===== src/rtl/capture_controller_pkg.sv =====
`default_nettype none
// +----------------------------------------------------------------------+
// | capture_controller_pkg: shared states, command fields, count widths   |
// | Rev 1.0                                                              |
// +----------------------------------------------------------------------+
package capture_controller_pkg;

  localparam int COUNT_WIDTH    = 16;
  localparam int CNT_WIDTH      = COUNT_WIDTH + 2;
  localparam int READCOUNT_LSB  = 0;
  localparam int DELAYCOUNT_LSB = 16;

  typedef enum logic [2:0] {
    S_IDLE     = 3'd0,
    S_SAMPLE   = 3'd1,
    S_DELAY    = 3'd2,
    S_READ     = 3'd3,
    S_READWAIT = 3'd4,
    S_SENDHOLD = 3'd5,
    S_SENDWAIT = 3'd6
  } state_t;

endpackage
`default_nettype wire


===== src/rtl/capture_ring_ptr.sv =====
`default_nettype none
// +----------------------------------------------------------------------+
// | capture_ring_ptr: ring-buffer write/read pointers                     |
// | Rev 1.0                                                              |
// +----------------------------------------------------------------------+
module capture_ring_ptr #(
  parameter int ADDR_WIDTH = 13
) (
  input  logic                  clock,
  input  logic                  reset,
  input  logic                  inc,
  input  logic                  dec,
  input  logic                  load,
  output logic [ADDR_WIDTH-1:0] wrPtr,
  output logic [ADDR_WIDTH-1:0] rdPtr
);

  logic [ADDR_WIDTH-1:0] r_wrPtr;
  logic [ADDR_WIDTH-1:0] r_rdPtr;
  logic [ADDR_WIDTH-1:0] w_wrNext;

  assign w_wrNext = inc ? r_wrPtr + ADDR_WIDTH'(1) : r_wrPtr;

  // load captures the write pointer after any same-cycle increment
  always_ff @(posedge clock or negedge reset) begin
    if (!reset) begin
      r_wrPtr <= '0;
      r_rdPtr <= '0;
    end else begin
      r_wrPtr <= w_wrNext;
      if (load) begin
        r_rdPtr <= w_wrNext;
      end else if (dec) begin
        r_rdPtr <= r_rdPtr - ADDR_WIDTH'(1);
      end
    end
  end

  assign wrPtr = r_wrPtr;
  assign rdPtr = r_rdPtr;

endmodule
`default_nettype wire


===== src/rtl/capture_controller.sv =====
`default_nettype none
// +----------------------------------------------------------------------+
// | capture_controller: ring-buffer capture and newest-first readback     |
// | Rev 1.0                                                              |
// +----------------------------------------------------------------------+
module capture_controller
  import capture_controller_pkg::*;
#(
  parameter int ADDR_WIDTH = 13,
  parameter int DATA_WIDTH = 32
) (
  input  logic                  clock,
  input  logic                  reset,
  input  logic [DATA_WIDTH-1:0] dataInput,
  input  logic                  inputReady,
  input  logic                  run,
  input  logic                  arm,
  input  logic                  wrSize,
  input  logic [31:0]           data,
  input  logic                  busy,
  output logic                  send,
  output logic [DATA_WIDTH-1:0] txData,
  output logic [ADDR_WIDTH-1:0] memAddr,
  output logic [DATA_WIDTH-1:0] memWData,
  output logic                  memWrite,
  output logic                  memRead,
  input  logic [DATA_WIDTH-1:0] memRData,
  output logic                  capturing
);

  state_t                 r_state,    w_state_next;
  logic [CNT_WIDTH-1:0]   r_counter,  w_counter_next;
  logic [COUNT_WIDTH-1:0] r_readCount;
  logic [COUNT_WIDTH-1:0] r_delayCount;
  logic                   r_send,     w_send_next;
  logic [DATA_WIDTH-1:0]  r_txData,   w_txData_next;
  logic [ADDR_WIDTH-1:0]  r_memAddr,  w_memAddr_next;
  logic [DATA_WIDTH-1:0]  r_memWData, w_memWData_next;
  logic                   r_memWrite, w_memWrite_next;
  logic                   r_memRead,  w_memRead_next;
  logic                   w_inc, w_dec, w_load;
  logic [ADDR_WIDTH-1:0]  w_wrPtr, w_rdPtr;

  capture_ring_ptr #(.ADDR_WIDTH(ADDR_WIDTH)) u_ptr (
    .clock (clock),
    .reset (reset),
    .inc   (w_inc),
    .dec   (w_dec),
    .load  (w_load),
    .wrPtr (w_wrPtr),
    .rdPtr (w_rdPtr)
  );

  always_comb begin
    w_state_next    = r_state;
    w_counter_next  = r_counter;
    w_send_next     = 1'b0;
    w_txData_next   = r_txData;
    w_memAddr_next  = r_memAddr;
    w_memWData_next = r_memWData;
    w_memWrite_next = 1'b0;
    w_memRead_next  = 1'b0;
    w_inc           = 1'b0;
    w_dec           = 1'b0;
    w_load          = 1'b0;

    if (arm) begin
      w_state_next   = S_SAMPLE;
      w_counter_next = '0;
    end else begin
      if ((r_state == S_SAMPLE || r_state == S_DELAY) && inputReady) begin
        w_memWrite_next = 1'b1;
        w_memAddr_next  = w_wrPtr;
        w_memWData_next = dataInput;
        w_inc           = 1'b1;
      end
      case (r_state)
        S_IDLE: ;
        S_SAMPLE: begin
          if (run) begin
            w_state_next   = S_DELAY;
            w_counter_next = '0;
          end
        end
        S_DELAY: begin
          if (inputReady) begin
            if (r_counter == {r_delayCount, 2'b11}) begin
              w_state_next   = S_READ;
              w_counter_next = '0;
              w_load         = 1'b1;
            end else begin
              w_counter_next = r_counter + CNT_WIDTH'(1);
            end
          end
        end
        S_READ: begin
          if (!busy) begin
            w_memRead_next = 1'b1;
            w_memAddr_next = w_rdPtr - ADDR_WIDTH'(1);
            w_dec          = 1'b1;
            w_state_next   = S_READWAIT;
          end
        end
        // memRData is valid the cycle after the read strobe
        S_READWAIT: begin
          if (!r_memRead) begin
            w_txData_next = memRData;
            w_send_next   = 1'b1;
            w_state_next  = S_SENDHOLD;
          end
        end
        S_SENDHOLD: w_state_next = S_SENDWAIT;
        S_SENDWAIT: begin
          if (!busy) begin
            if (r_counter == {r_readCount, 2'b11}) begin
              w_state_next = S_IDLE;
            end else begin
              w_counter_next = r_counter + CNT_WIDTH'(1);
              w_state_next   = S_READ;
            end
          end
        end
        default: w_state_next = S_IDLE;
      endcase
    end
  end

  always_ff @(posedge clock or negedge reset) begin
    if (!reset) begin
      r_state      <= S_IDLE;
      r_counter    <= '0;
      r_readCount  <= '0;
      r_delayCount <= '0;
      r_send       <= 1'b0;
      r_txData     <= '0;
      r_memAddr    <= '0;
      r_memWData   <= '0;
      r_memWrite   <= 1'b0;
      r_memRead    <= 1'b0;
    end else begin
      r_state    <= w_state_next;
      r_counter  <= w_counter_next;
      r_send     <= w_send_next;
      r_txData   <= w_txData_next;
      r_memAddr  <= w_memAddr_next;
      r_memWData <= w_memWData_next;
      r_memWrite <= w_memWrite_next;
      r_memRead  <= w_memRead_next;
      if (wrSize) begin
        r_readCount  <= data[READCOUNT_LSB +: COUNT_WIDTH];
        r_delayCount <= data[DELAYCOUNT_LSB +: COUNT_WIDTH];
      end
    end
  end

  assign send      = r_send;
  assign txData    = r_txData;
  assign memAddr   = r_memAddr;
  assign memWData  = r_memWData;
  assign memWrite  = r_memWrite;
  assign memRead   = r_memRead;
  assign capturing = (r_state == S_SAMPLE) || (r_state == S_DELAY);

endmodule
`default_nettype wire


===== config.mk =====
export PLATFORM = sky130hd
export DESIGN_NAME = capture_controller
export DESIGN_NICKNAME = d
export VERILOG_FILES = /design/src/rtl/capture_controller_pkg.sv /design/src/rtl/capture_ring_ptr.sv /design/src/rtl/capture_controller.sv
export SDC_FILE = /design/constraint.sdc
export NUM_CORES = 1
export LEC_CHECK = 0
export CAP_MARGIN = 20
export CORE_MARGIN = 2
export CORE_UTILIZATION = 40
export CTS_BUF_LIST = sky130_fd_sc_hd__clkbuf_2
export DETAILED_ROUTE_END_ITERATION = 6
export PLACE_DENSITY = 0.74
export SYNTH_ARGS = -nofsm -noshare
export SYNTH_HDL_FRONTEND = slang
export SYNTH_SLANG_ARGS = --single-unit

===== constraint.sdc =====
create_clock -name clock -period 6.8 [get_ports clock]
set_clock_uncertainty 0.2 [all_clocks]
set_input_delay 1.02 -clock clock [delete_from_list [all_inputs] [get_ports clock]]
set_output_delay 1.02 -clock clock [all_outputs]
set_load 0.01 [all_outputs]

# ---- After elaboration in Yosys (flattened, before gate mapping)
# Index checks and enable logic that the tools add are counted.
dict set report classes {
  bitwise 2
  n_eq_ne 16
  muxes 34
  n_addsub 3
  n_reduce_logical 9
}
# cell n
set ops {}
lappend ops {{two-way mux 18 bit} 6}
lappend ops {{two-way mux 13 bit} 6}
lappend ops {{one-hot mux 18 bit (3 select lines)} 1}
lappend ops {{== test 18 bit} 2}
lappend ops {{two-way mux 3 bit} 7}
lappend ops {{one-hot mux 3 bit (7 select lines)} 1}
lappend ops {{adder 18 x 1 -> 18 bit (second input constant)} 1}
lappend ops {{!= test 3 bit (second input constant)} 6}
lappend ops {{adder 13 x 1 -> 13 bit (second input constant)} 1}
lappend ops {{subtractor 13 x 1 -> 13 bit (second input constant)} 1}
lappend ops {{two-way mux 1 bit} 12}
lappend ops {{== test 3 bit (second input constant)} 3}
lappend ops {{AND reduction 7 bit} 1}
lappend ops {{== test 3 x 2 -> 1 bit (second input constant)} 2}
lappend ops {{AND reduction 5 bit} 1}
lappend ops {{nonzero test 4 bit} 1}
lappend ops {{== test 3 x 1 -> 1 bit (second input constant)} 1}
lappend ops {{zero test 3 bit} 1}
lappend ops {{!= test 3 x 2 -> 1 bit (second input constant)} 1}
lappend ops {{AND reduction 3 bit} 1}
lappend ops {{two-way mux 2 bit} 1}
lappend ops {{!= test 2 bit (second input constant)} 1}
lappend ops {{inverter 1 bit} 2}
lappend ops {{AND reduction 2 bit} 1}
lappend ops {{other kinds (3)} 3}
dict set report totals {
  input_bits 103
  wordCells 76
  output_inout_bits 81
  regBits 159
}

# ---- Longest topological paths before layout
dict set report depth {
  word_depth 7
  mapped_depth 9
  depth_no_buf 8
}

# ---- Hierarchy
# A second synthesis with hierarchy kept.
dict set report unflattened {
  hier_cells 679
  area_unflattened_um2 7429.6
}
# mod seq_area_each_um2 area_per_inst_um2 cells_per_inst n_inst
set modules_own_cells {}
lappend modules_own_cells {capture_controller 3328.2 6119.6 564 1}
lappend modules_own_cells {capture_ring_ptr 650.6 1310.0 115 1}

# ---- Worst setup path after synthesis
# No wires, ideal clock.
dict set report synth_path {
  path_type {input -> register}
  startpoint {input port inputReady}
  endpoint {register u_ptr.r_rdPtr[7], in the netlist u_ptr.rdPtr[7]}
  path_slack_ps 4159
  path_buffers 0
  arrival_time_ps 2315
  t_required_ps 6474
  setup_time_ps 126
  stages 7
  cell_sequence {nand2b_1 or3_1 inv_2 and3_1 and3_1 xor2_1 a221o_1}
}
dict set report synth_via {
  elab_chain_cells 5
  elab_cells_between_ends 9
  cone_classes {7 x mux; 2 x reduce/logical}
}
# element line
set synth_rtl {}
lappend synth_rtl {{from (decl)} capture_controller.sv:15} ;# input logic inputReady,
lappend synth_rtl {{logical AND 1 bit} capture_controller.sv:71} ;# if ((r_state == S_SAMPLE || r_state == S_DELAY) && inputReady) begin
lappend synth_rtl {{two-way mux 1 bit} capture_controller.sv:71}
lappend synth_rtl {{two-way mux 1 bit} capture_controller.sv:67} ;# if (arm) begin
lappend synth_rtl {{two-way mux 13 bit} capture_ring_ptr.sv:22} ;# assign w_wrNext = inc ? r_wrPtr + ADDR_WIDTH'(1) : r_wrPtr;
lappend synth_rtl {{net u_ptr.w_wrNext[7]} capture_ring_ptr.sv:20} ;# logic [ADDR_WIDTH-1:0] w_wrNext;
lappend synth_rtl {{two-way mux 13 bit} capture_ring_ptr.sv:31} ;# if (load) begin
lappend synth_rtl {{to (signal assigned)} capture_ring_ptr.sv:32} ;# r_rdPtr <= w_wrNext;
lappend synth_rtl {{to (signal assigned)} capture_ring_ptr.sv:34} ;# r_rdPtr <= r_rdPtr - ADDR_WIDTH'(1);
lappend synth_rtl {{to (decl)} capture_ring_ptr.sv:19} ;# logic [ADDR_WIDTH-1:0] r_rdPtr;
# The timed path passes the listed nets, and every way through them passes these cells.
# A chain may end at the register's enable or synchronous reset.

# ---- Final worst setup path
dict set report layout_path {
  startpoint {input port arm}
  endpoint {register u_ptr.r_rdPtr[7], in the netlist u_ptr.rdPtr[7]}
}
dict set report layout_via {
  elab_chain_cells 3
  elab_cells_between_ends 6
  cone_classes {5 x mux; 1 x reduce/logical}
}
# element line
set layout_rtl {}
lappend layout_rtl {{from (decl)} capture_controller.sv:17} ;# input logic arm,
lappend layout_rtl {{two-way mux 1 bit} capture_controller.sv:67}
lappend layout_rtl {{two-way mux 13 bit} capture_ring_ptr.sv:22}
lappend layout_rtl {{net u_ptr.w_wrNext[7]} capture_ring_ptr.sv:20}
lappend layout_rtl {{two-way mux 13 bit} capture_ring_ptr.sv:31}
# The timed path passes the listed nets, and every way through them passes these cells.

==> impl_metrics.csv <==
group,metric,value,unit
place,dp.cells,1125,
global_routing,grt_max_degree,86,
layout,instances_no_fill,1156,
place,numPortBuffers,183,
yosys,synth_top_area_share,54.7,%
die,die_y,139,um
clock_network,clockBufferDepth,2,
yosys,netlist_area,0.00728,sq mm
sta,fin_tns_setup,0,ns
die,ios,184,
layout,syn2layout_area_growth,31.2,%
die,die_width,139,um
yosys,synth_top_cells_by_count,"nand2_1 (226), dfrtp_1 (159), nor2_1 (40)",
clock_network,insertion_delay,0.70,ns
yosys,synth_top_cell_by_area,"dfrtp_1",
yosys,synth_seq_area_share,54.7,%
sta,clock.fmax,0.275,GHz
place,gp_congestion,0.876,
global_routing,grt_overflow,0,
clock_network,cts_sinks,159,
worst_setup_path,worstSetupPathType,"in -> reg",
global_routing,antenna_found_initial,0,
yosys,syn_inst,746,
global_routing,grt_pass1_vias,5734,
clock_network,cts_tree,"done",
flow_run,max_cap_violations,0,
yosys,ys_ff_latch,159,
routing,via_per_inst,5.03,
worst_setup_path,cp_max_fo,46,
layout,final_area,0.00954,sq mm
yosys,ys_types,56,
die,start_util,40.6,%
worst_setup_path,worst-path-buf-inv,3,
routing,finalWirelength,17.3,mm
outcome,status,"completed",
pwr,p_leak,4.36,nW
worst_setup_path,path_common_cell,"and3_1",
layout,final_core_util,53.3,%
routing,wl_per_cell,15.0,um
clock_network,htree_levels,4,
global_routing,grt_use_met3,5.42,%
clock_network,cts_hold_buf,0,
clock_network,cts_setup_buffers,0,
global_routing,gr-usage-met1,24.7,%
sta,setup_viol,0,
clock_network,clk_pin_slew,0.22,ns
layout,num_antenna_cells,0,
worst_setup_path,crit_path_start_kind,"primary input",
sta,maxSlewHeadroom,34.0,%
die,core-area,0.0179,sq mm
worst_setup_path,critPathMaxStageDelay,0.67,ns
sta,finalHoldViolCount,0,
worst_setup_path,worstPathArrival,4.04,ns
worst_setup_path,cp.required,7.21,ns
place,hpwl,12.3,mm
layout,nets,1022,
yosys,synth_ff_type,"dfrtp_1",
layout,drive_above_1_share,9.06,%
clock_network,cts_buffers,17,
global_routing,grt_pass1_wl,28.6,mm
layout,fill_cells,1642,
yosys,synth_edf_count,0,
worst_setup_path,worstPathCellList,"clkdlybuf4s50_1 > or3_1 > buf_4 > inv_2 > and3_1 > and3_1 > xor2_1 > a221o_1",
sta,worstMarginPinSlew,0.986,ns
pwr,peakVddDrop,0.000171,V
sta,rsz0062_at_grt,"false",
routing,ant_nets,0,
routing,vias,5811,
yosys,yosysMostFrequentCell,"nand2_1",
worst_setup_path,crit_slowest_cell,"clkdlybuf4s50_1",
clock_network,clockRootBuffer,"clkbuf_2",
yosys,ys_warn_count,0,
routing,drtIter0Drc,384,
yosys,synthTopCellsByArea,"dfrtp_1 (55%), nand2_1 (12%), mux2_2 (5.3%)",
sta,finalCritPeriodShare,53.4,%
sta,min_period,3.63,ns
yosys,synth_nets,852,
yosys,synth.avg_cell_area,9.75,sq um
global_routing,met2_usage,28.4,%
sta,fin_hold_ws,0.108,ns
die,die-area,0.0193,sq mm
yosys,async_reset_ff_share,100,%
routing,route.detailed.drc,0,
place,post_dp_cell_area,0.00927,sq mm
pwr,power.density,336,mW/mm^2
global_routing,grt-busiest-layer,"met2",
worst_setup_path,path_delay_family,"buffers and inverters",
clock_network,cts_resized,0,
global_routing,grt_use_total,18.1,%
routing,firstDrtPassIters,4,
sta,slew_viol_final,0,
die,rows,49,
worst_setup_path,end_kind,"flip-flop",
min_path,hp-class,"in -> async",
==> per-stage QoR <==
step | worst slack [ns] | power, W
2_1_floorplan | 4.16 | 0.00204
3_3_place_gp | 2.47 | 0.00267
3_5_place_dp | 2.44 | 0.00270
4_1_cts | 3.24 | 0.00325
5_1_grt | 2.82 | 0.00344
6_report | 3.17 | 0.00321
==> flip-flops by register name, indices dropped and copies added, names as in the netlist, 3 cells and up <==
register and count:
txData 32, memWData 32, r_delayCount 16, u_ptr.rdPtr 13, r_readCount 16, u_ptr.wrPtr 13
r_counter 18, r_state 3, memAddr 13
==> path summary, 6_finish.rpt <==
| path | slack (ns) | endpoint | from | depth (start not counted) |
|---|---|---|---|---|
| setup / recovery | 3.17 | u_ptr.rdPtr[7]$_DFFE_PN0P_ | arm | 8 |
| setup reg to reg | 3.20 | u_ptr.rdPtr[11]$_DFFE_PN0P_ | r_state[1]$_DFFE_PN0P_ | 7 |
| hold reg to reg | 0.30 | txData[18]$_DFFE_PN0P_ | txData[18]$_DFFE_PN0P_ | 2 |
| hold / removal | 0.11 | u_ptr.rdPtr[9]$_DFFE_PN0P_ | reset | 1 |
| min in group clock | 0.30 | txData[18]$_DFFE_PN0P_ | txData[18]$_DFFE_PN0P_ | 2 |
| max in group asynchronous | 4.89 | txData[17]$_DFFE_PN0P_ | reset | 2 |
==> layer usage <==
layer	up-vias	share of wire [%]	wire, um
li1	2829	-	-
met1	2798	46	7960
met2	170	47	8130
met3	14	6.0	1040
met4	0	1.2	200
met5	-	0	0
==> kinds of logic after synthesis <==
family | Yosys count | synth area share [%]
simple gates | 346 | 20.8
flops | 159 | 54.7
compound gates | 91 | 8.68
xor+xnor | 57 | 6.86
buf+inv | 56 | 3.22
mux | 34 | 5.26
fa+ha+maj | 3 | 0.516
==> power by group <==
| part | internal (W) | switching [W] | total, W |
|---|---|---|---|
| registers | 0.00122 | 0.000221 | 0.00144 |
| logic | 0.000671 | 0.000553 | 0.00122 |
| clock network | 0.000204 | 0.000342 | 0.000546 |
| total | 0.00209 | 0.00112 | 0.00321 |
==> final cells by class <==
cell class,instances,area (sq um),area share [%]
multi-input combinational,531,3060,32.1
tap,229,287,3.00
timing repair buffer,189,1900,19.9
clock buffer,17,85.1,0.892
inverter,18,67.6,0.708
sequential,159,3980,41.7
clock inverter,13,164,1.72
==> worst reg2reg max path: cells and delay by family, from the launching register on <==
family / cells / cell delay (ns)
buf+inv: 2 / 0.68
flops: 1 / 0.55
compound gates: 3 / 0.74
simple gates: 2 / 1.36
==> cell usage in the layout, fill, tap and decap left out, types with 19 or more instances in the layout <==
cell	n
o21ai_0	19
xor2_1	24
dfrtp_1	159
nand3_1	22
nand2_1	226
mux2_2	34
nor2_1	40
clkdlybuf4s50_1	182
xnor2_1	33
Note: power is estimated with default switching activity, not from simulation.
